--- src/rtl/fetch_pkg.sv ---
// Shared types and constants for the program-counter / instruction-fetch stage.
package fetch_pkg;

  // Fetch controller states.
  typedef enum logic [1:0] {
    RST_HOLD,
    FETCH,
    DRAIN,
    HOLD
  } fetch_state_t;

  // Sequential instruction stride in bytes.
  localparam logic [31:0] PC_STEP = 32'd4;

  // Instructions are word aligned: the low two bits of a loaded PC are forced to zero.
  function automatic logic [31:0] align_pc(input logic [31:0] addr);
    return {addr[31:2], 2'b00};
  endfunction

endpackage

--- src/rtl/pc_register.sv ---
// Loadable program-counter register with asynchronous active-low reset.
module pc_register #(
  parameter int               XLEN         = 32,
  parameter logic [XLEN-1:0]  RESET_VECTOR = '0
) (
  input  logic            clk,
  input  logic            rst_n,
  input  logic            load,
  input  logic [XLEN-1:0] d,
  output logic [XLEN-1:0] q
);

  logic [XLEN-1:0] q_q;
  logic [XLEN-1:0] q_d;

  // Next value: take the new PC on load, otherwise hold.
  always_comb begin
    q_d = q_q;
    if (load) begin
      q_d = d;
    end
  end

  // State register.
  always_ff @(posedge clk or negedge rst_n) begin
    if (!rst_n) begin
      q_q <= RESET_VECTOR;
    end else begin
      q_q <= q_d;
    end
  end

  assign q = q_q;

endmodule

--- src/rtl/pc_fetch_stage.sv ---
// Program counter and instruction fetch stage. Holds the PC, fetches one
// instruction at a time over a req/ack memory port and hands it to decode
// over valid/ready. Only XLEN = 32 is supported.
module pc_fetch_stage
  import fetch_pkg::*;
#(
  parameter int               XLEN         = 32,
  parameter logic [XLEN-1:0]  RESET_VECTOR = 32'h0000_0000
) (
  input  logic            clk,
  input  logic            rst_n,
  input  logic [XLEN-1:0] next_pc,
  input  logic            flush,
  output logic            imem_req,
  output logic [XLEN-1:0] imem_addr,
  input  logic            imem_ack,
  input  logic [XLEN-1:0] imem_rdata,
  output logic [XLEN-1:0] pc,
  output logic [XLEN-1:0] pc_plus4,
  output logic [XLEN-1:0] instr,
  output logic            instr_valid,
  input  logic            instr_ready,
  output logic            misaligned
);

  fetch_state_t    state_q, state_d;
  logic [XLEN-1:0] drain_addr_q, drain_addr_d;
  logic [XLEN-1:0] instr_q, instr_d;
  logic            misaligned_q, misaligned_d;
  logic            pc_load;
  logic [XLEN-1:0] pc_q;

  pc_register #(
    .XLEN         (XLEN),
    .RESET_VECTOR (RESET_VECTOR)
  ) u_pc_register (
    .clk   (clk),
    .rst_n (rst_n),
    .load  (pc_load),
    .d     (align_pc(next_pc)),
    .q     (pc_q)
  );

  // Next-state logic. A flush always reloads the PC (except right after reset);
  // an outstanding request that is not acked in the flush cycle is finished in
  // DRAIN at the old address, which is parked in drain_addr. A drain completes
  // on ack even if another flush arrives in the same cycle.
  always_comb begin
    state_d      = state_q;
    drain_addr_d = drain_addr_q;
    instr_d      = instr_q;
    pc_load      = 1'b0;
    case (state_q)
      RST_HOLD: begin
        state_d = FETCH;
      end
      FETCH: begin
        if (flush) begin
          pc_load = 1'b1;
          if (!imem_ack) begin
            drain_addr_d = pc_q;
            state_d      = DRAIN;
          end
        end else if (imem_ack) begin
          instr_d = imem_rdata;
          state_d = HOLD;
        end
      end
      DRAIN: begin
        if (flush) begin
          pc_load = 1'b1;
        end
        if (imem_ack) begin
          state_d = FETCH;
        end
      end
      HOLD: begin
        if (flush || instr_ready) begin
          pc_load = 1'b1;
          state_d = FETCH;
        end
      end
      default: begin
        state_d = RST_HOLD;
      end
    endcase
    misaligned_d = pc_load ? (|next_pc[1:0]) : misaligned_q;
  end

  // State, drain address, captured instruction and misalignment flag.
  always_ff @(posedge clk or negedge rst_n) begin
    if (!rst_n) begin
      state_q      <= RST_HOLD;
      drain_addr_q <= '0;
      instr_q      <= '0;
      misaligned_q <= 1'b0;
    end else begin
      state_q      <= state_d;
      drain_addr_q <= drain_addr_d;
      instr_q      <= instr_d;
      misaligned_q <= misaligned_d;
    end
  end

  assign imem_req    = (state_q == FETCH) || (state_q == DRAIN);
  assign imem_addr   = (state_q == DRAIN) ? drain_addr_q : pc_q;
  assign instr_valid = (state_q == HOLD);
  assign instr       = instr_q;
  assign misaligned  = misaligned_q;
  assign pc          = pc_q;
  assign pc_plus4    = pc_q + PC_STEP;

endmodule

--- config.mk ---
export PLATFORM = sky130hd
export DESIGN_NAME = pc_fetch_stage
export DESIGN_NICKNAME = d
export VERILOG_FILES = /design/src/rtl/fetch_pkg.sv /design/src/rtl/pc_register.sv /design/src/rtl/pc_fetch_stage.sv
export SDC_FILE = /design/constraint.sdc
export NUM_CORES = 1
export LEC_CHECK = 0
export ABC_AREA = 1
export CORE_MARGIN = 4
export CORE_UTILIZATION = 39
export CTS_CLUSTER_SIZE = 28
export DETAILED_ROUTE_END_ITERATION = 7
export PLACE_DENSITY = 0.83
export SLEW_MARGIN = 40
export SYNTH_ARGS = -nofsm -noshare
export SYNTH_HDL_FRONTEND = slang
export SYNTH_SLANG_ARGS = --single-unit
--- constraint.sdc ---
create_clock -name clk -period 1.78 [get_ports clk]
set_clock_uncertainty 0.2 [all_clocks]
set_input_delay 0.534 -clock clk [delete_from_list [all_inputs] [get_ports clk]]
set_output_delay 0.534 -clock clk [all_outputs]
set_load 0.05 [all_outputs]
==> metrics.md, run 1 <==
| Metric | Value |
|---|---|
| IO Port Bufs | `roughly 190` |
| Worst slack at placement | `-0.604 ns` |
| H-tree levels | `3` |
| Status | `did not finish` |
| DP HPWL | `~15000 um` |
| Mux cell area share after synthesis | `9.61%` |
| Sequential element share of the synthesized area | `roughly half` |
| Setup repair bufs after CTS | `46` |
| Placed Area | `9710 um^2` |
| Synth Area in Adders | `under 10%` |
| Distinct cell type count of the synthesized netlist | `29` |
| Error | `[ERROR DPL-0033] detailed placement checks failed during check placement.` |
| Fail Step | `4_1_cts` |
| Gpl congestion | `approximately 0.84` |
| Rows | `40` |
| Post-CTS Resized | `between 200 and 300` |
| Die height | `between 100 and 150 um` |
| Synth Area in XOR/XNOR | `around 2.8%` |
| Starting density of the core | `roughly two fifths` |
| IO Count | `200` |
| CTS Buf Count | `9` |
| Mapped Cells | `~560` |
| Compound-Gate Fraction of Synth Area | `under 10%` |
| Largest family of logic cells by synthesized area | `simple AND/OR/NAND/NOR gates` |
| Simple-gate share of the synthesized area | `a little over a fifth` |
| Yosys reg bits | `95` |
| CTS Root Buffer Type | `clkbuf_16` |
| Post-synth design cell area | `~4900 um^2` |
| CTS Buffer Depth | `2` |
| Die W | `120 um` |
| CTS Sinks | `95` |
| Synth Area per Inst | `a little under 9 um^2` |
| Ys Warns | `0` |
| Hold-fix buffers, CTS | `0` |
| Dpl cells | `about 980` |
-- metrics by stage --
| step | util, % | TNS [ns] |
|---|---|---|
| after detailed placement | 79.9 | -44.54 |
| after global placement | 79.9 | -37.72 |
| after floorplan | - | -24.73 |
-- synthesized netlist by cell type --
cell	number	area [um^2]
xor2_1	14	123
nand2_1	144	541
buf_2	6	30.0
and2_1	2	12.5
nor2_4	4	45.0
clkbuf_1	10	37.5
a21oi_1	32	160
nor2_2	2	12.5
buf_6	3	33.8
ha_1	5	62.6
nor2_8	3	60.1
nand2_4	1	11.3
nand2_2	2	12.5
inv_2	1	3.75
inv_1	42	158
nand3_2	1	10.0
buf_4	9	67.6
mux2_4	30	450
mux2_2	2	22.5
nand4_1	1	6.26
dfrtp_1	95	2380
nor2_1	64	240
nand3_1	17	85.1
o21ai_0	61	305
o21ai_1	1	5.00
nand2_8	1	20.0
o21ai_2	1	8.76
conb_1	1	3.75
xor2_2	1	16.3
-- cell families after synthesis --
kind of cell               count (synthesis)
and+or+nand+nor                          242
buffers and inverters                     71
AOI/OAI and AO/OA                         95
muxes                                     32
DFF                                       95
other                                      1
xor gates and xnor gates                  15
adders and majority gates                  5
==> run 2, diff against run 1 <==
CORE_UTILIZATION = 24   (was 39)
CTS_CLUSTER_SIZE = not set   (was 28)
PLACE_DENSITY = not set   (was 0.83)
PLACE_DENSITY_LB_ADDON = 0.15   (was not set)
clock period = 2.3 ns   (was 1.78 ns; I/O delays follow)
==> metrics.md, run 2 <==
| Metric | Value |
|---|---|
| Worst R2R Setup Slack | `~0.4 ns` |
| Distinct cell type count of the synthesized netlist | `29` |
| Vias/cell | `roughly 4.3` |
| DP HPWL | `~13000 um` |
| Synth area leader | `dfrtp_1` |
| GR Overflow Total | `0` |
| CTS Buf Count | `9` |
| Most frequent cells in the layout | `103 x buf_4, 88 x dfrtp_1, 84 x buf_12` |
| Crit path max-delay family | `simple AND/OR/NAND/NOR gates` |
| Die W | `roughly 150 um` |
| Die area | `~23000 um^2` |
| Gpl congestion | `a little under 0.8` |
| Startpoint types | `flip-flop` |
| GRT Total Usage | `around 15%` |
| WL/cell | `about 16 um` |
| Fin. max-slew vios | `0` |
| Worst Path Arrival | `roughly 1.8 ns` |
| Critical path depth | `8` |
| Crit. End Element | `output port` |
| Compound-Gate Fraction of Synth Area | `under 10%` |
| CTS Root Buffer Type | `clkbuf_16` |
| Ys Warns | `0` |
| Synth async-reset ratio | `100%` |
| Type of the worst setup path | `flip-flop to output port` |
| Ant diodes | `0` |
| Top cells by count, synth | `144 x nand2_1, 95 x dfrtp_1, 64 x nor2_1, 61 x o21ai_0, 42 x inv_1` |
| Initial antenna violation count | `0` |
| Vias in the first global route | `4938` |
| Rows | `52` |
| Starting density of the core | `between 20% and 30%` |
| Fin crit share | `119%` |
| DR vias | `around 4700` |
| Mux cell area share after synthesis | `about a tenth` |
| Max reg flops | `32` |
| Worst-skew pair later-pin latency | `approximately 0.35 ns` |
| Clock-pin slew on the worst setup and hold paths | `0.07 ns` |
| Worst Path Max Fanout | `3` |
| Fmax | `367 MHz` |
| Yosys reg bits | `95` |
| Crit-path cells | `ha_4 -> nand2_4 -> nor2_4 -> nand2_4 -> nor2_4 -> buf_6 -> xor2_4 -> buf_12` |
| Final hold violation count | `0` |
| Most frequent cell after synthesis | `nand2_1` |
| CP max stage delay | `roughly 0.4 ns` |
| Layout filler cell count | `1813` |
| FF-to-FF path depth | `6` |
| Post-synth EDFFs | `0` |
| Hold-fix buffers, CTS | `0` |
| Iter 0 DRT Violations | `approximately 170` |
| Die height | `about 150 um` |
| Synth Area per Inst | `roughly 8.9 um^2` |
| Final WS setup | `-0.428 ns` |
| Sequential element share of the synthesized area | `about half` |
| Yosys top cell area share | `48.3%` |
| Post-synth design cell area | `around 5000 um^2` |
| Synth area leaders | `dfrtp_1 48%, nand2_1 11%, mux2_4 9.2%` |
| Slowest CP cell | `dfrtp_2` |
| Initial DRT Pass Iterations | `4` |
| Synth Flop Type | `dfrtp_1` |
| Largest family of logic cells by synthesized area | `simple AND/OR/NAND/NOR gates` |
| First-pass GRT wire length | `about 27000 um` |
| Routed WL | `~18000 um` |
| Residual DRC | `0` |
| Reg-to-Reg Start | `state_q[1]` |
| Status | `complete, but fails checks` |
| Mapped Cells | `approximately 560` |
| CP required | `roughly 1.4 ns` |
| IO Port Bufs | `just under 200` |
| Post-layout util | `50.4%` |
| Clock period minus worst slack | `approximately 2.7 ns` |
| Synth Area in Adders | `~1.3%` |
| Layout area overhead | `107%` |
| IO Count | `200` |
| RSZ-0062 raised after global routing | `yes` |
| MaxCap Viol Count | `0` |
| Commonest non-fill, non-tap cell in the layout | `buf_4` |
| Synth Area in XOR/XNOR | `2.82%` |
| Largest net degree at the start of global routing | `62` |
| Final setup fails | `58` |
| Hold Crit Class | `primary input to async pin` |
| CTS tree | `yes` |
| CTS Buffer Depth | `2` |
| Failing checks | `setup timing` |
| Core box area | `approximately 20000 um^2` |
| Final ANT Viol Nets | `0` |
| Fin nets | `896` |
| Layout cells sized above 1 | `between 50 and 60%` |
| Simple-gate share of the synthesized area | `21.5%` |
| Crit path buffers/inverters | `2` |
| Crit path launch | `u_pc_register.q[2]` |
| Critical R2R Capture | `instr[21]` |
| Crit path to | `pc_plus4[14]` |
| CTS Sinks | `95` |
| H-tree levels | `3` |
-- run 2: what timing repair did --
action,CTS,global route
resized for setup,108,49
buffers inserted,17,11
setup endpoints to repair,57,59
pin swaps,27,36
cloned,7,0
-- run 2: how the worst min path moves through the flow --
stage	start	end
2_1_floorplan	rst_n	drain_addr_q[10]
3_3_place_gp	drain_addr_q[7]	drain_addr_q[7]
3_5_place_dp	drain_addr_q[26]	drain_addr_q[26]
4_1_cts	rst_n	u_pc_register.q[9]
5_1_grt	rst_n	drain_addr_q[5]
6_report	rst_n	drain_addr_q[4]
-- run 2: area by class of cell --
cell class	instances	area, um^2	area share (%)
flip-flops and latches	95	2390	23.5
multi-input cells	395	3450	34.0
clock inverters	6	67.6	0.665
well taps	270	338	3.32
repair buffers	278	3510	34.6
clock buffers	10	239	2.35
inverters	43	171	1.69
-- run 2: logic make-up (layout without fill, tap and decap cells) --
| family | count (synthesis) | after routing |
|---|---|---|
| AND/OR/NAND/NOR | 242 | 242 |
| flip-flops | 95 | 95 |
| buffers and inverters | 71 | 337 |
| multiplexers | 32 | 32 |
| AO/OA/AOI/OAI | 95 | 95 |
| XOR/XNOR | 15 | 15 |
| adder cells (fa/ha/maj) | 5 | 5 |
| other | 1 | 6 |
-- run 2: metrics by stage --
step | setup slack, ns | hold slack [ns] | area [um^2] | TNS, ns | instances
after floorplan | -0.410 | 0.194 | 5640 | -8.57 | 561
after global placement | -0.214 | 0.267 | 8870 | -1.53 | 1054
after detailed placement | -0.225 | 0.273 | 8870 | -1.80 | 1054
after CTS | -0.456 | 0.0770 | 9890 | -16.72 | 1090
after global routing | -0.519 | 0.0962 | 10200 | -19.70 | 1097
final | -0.428 | 0.0637 | 10200 | -15.50 | 1097
-- run 2: routing by layer --
layer / up-vias / global-route usage, % / part of all wire (%)
li1: 2302 / - / -
met1: 2285 / 19.3 / 41
met4: 0 / 3.13 / 1.1
met2: 128 / 26.7 / 52
met3: 14 / 4.49 / 6.2
met5: - / 0 / 0
-- run 2: worst register-to-register path, cell delays in order (launching register included) --
cell and delay [ns]:
dfrtp_1 0.41, buf_4 0.16, inv_2 0.08, ha_1 0.27
nand3_2 0.15, buf_12 0.20, mux2_4 0.33
Power of run 2 is not shown: default switching activity piles up to over one toggle a cycle in this logic, so the estimate is an artifact.
==> RTL change (flow settings as in run 2) <==
Encoding of `fetch_state_t`: now Gray code (2 bits for 4 states).
--- a/src/rtl/fetch_pkg.sv
+++ b/src/rtl/fetch_pkg.sv
@@ -3,10 +3,10 @@
 
   // Fetch controller states.
   typedef enum logic [1:0] {
-    RST_HOLD,
-    FETCH,
-    DRAIN,
-    HOLD
+    RST_HOLD = 2'b00,
+    FETCH    = 2'b01,
+    DRAIN    = 2'b11,
+    HOLD     = 2'b10
   } fetch_state_t;
 
   // Sequential instruction stride in bytes.
Check against the original RTL: no difference found for any inputs over 10 cycles, from zero or initial values and one cycle with rst_n low; not proved beyond that.
==> RTL change against run 2 <==
The run still ends with setup timing left. Area after synthesis down 4.8%. Design area decreased by 3.8%. Fmax increased by 0.50%. Sequential cell count is the same. Routed wire length up 2.1%. Count of clock-buffer cells in the layout fell by 1. Setup slack improved by 0.014 ns. Critical path type unchanged. Largest cell class unchanged.
Power is not shown: default switching activity piles up to over one toggle a cycle in this logic, so the estimate is an artifact.
==> RTL change: results (changes against run 2) <==
Most frequent cells after synthesis: nand2_1, dfrtp_1, o21ai_0, nand3_1, inv_1 (was nand2_1, dfrtp_1, nor2_1, o21ai_0, inv_1)
Worst r2r src: state_q[0]$_DFFE_PN0P_ (was state_q[1]$_DFFE_PN0P_)
Register share of the cell area: 0.244 (was 0.235)
Multi-input gate area in the final layout: 3120 sq um (was 3450 sq um)
Crit start category: flip-flop (unchanged)
1st-iter DRT viols: 159 (was 173)
Non-clk bufs: 279 (was 278)
Largest cells by area after synthesis: dfrtp_1, nand2_1, o21ai_0 (was dfrtp_1, nand2_1, mux2_4)
Reg2Reg Depth: 7 (was 6)
Met2 wire length: 9160 um (was 9130 um)
Filler cells: 1733 (was 1813)
Cells after DPL: 1108 (was 1054)
Final worst setup slack: -0.414 ns (was -0.428 ns)
Syn Inst Count: 621 (was 556)
Multi-input gates: 455 (was 395)
Critical Path AT: 1.82 ns (was 1.84 ns)
Final setup viols: 57 (was 58)
Status: finished, violations left (unchanged)
Met3 Use GR: 0.0386 (was 0.0449)
Clock-cell share: 0.0336 (was 0.0301)
Inverters: 42 (was 43)
Synth unique cells: 24 (was 29)
End of the worst register-to-register path: u_pc_register.q[11]$_DFFE_PN0P_ (was instr[21]$_DFFE_PN0P_)
Largest net degree at the start of global routing: 96 (was 62)
Global Route met1 Usage: 0.212 (was 0.193)
GPL Wtd Cong: 0.773 (was 0.772)
Global-route wire length before repair: 28600 um (was 27300 um)
Non-clk buf share: 0.353 (was 0.346)
M1 WL: 7620 um (was 7210 um)
Met2 Resource Use GR: 0.283 (was 0.267)
Seq/Total Area, Yosys: 0.508 (was 0.483)
Failing checks: setup timing (unchanged)
Flop-to-flop setup slack: 0.63 ns (was 0.39 ns)
Post-DP HPWL: 12900 um (was 13100 um)
Share of cells above drive strength 1: 0.437 (was 0.516)
CP Capture Point: pc_plus4[23] (was pc_plus4[14])
WL/cell: 15.7 um (was 16.1 um)
DR vias: 5009 (was 4729)
==> RTL change: what timing repair did <==
action / CTS / global route
resized for setup: 85 / 55
pin swaps: 18 / 34
hold buffers: 0 / 0
buffers inserted: 11 / 7
gates cloned: 7 / 0
setup endpoints to repair: 58 / 59
==> RTL change: kinds of logic after synthesis <==
logic type	after synthesis	share of synthesized area
flip-flops	95	0.508
adder cells (fa/ha/maj)	1	0.00267
other	1	0.000801
buffers and inverters	76	0.0679
AND/OR/NAND/NOR	338	0.290
AO/OA/AOI/OAI	95	0.103
XOR/XNOR	15	0.0281
==> RTL change: stage by stage <==
stage          setup slack, ns  hold slack [ns]  area, sq um
2_1_floorplan           -0.430            0.194         5270
3_3_place_gp            -0.120            0.257         8470
3_5_place_dp            -0.150            0.264         8470
4_1_cts                 -0.472            0.204         9500
5_1_grt                 -0.521            0.231         9780
6_report                -0.414            0.146         9780
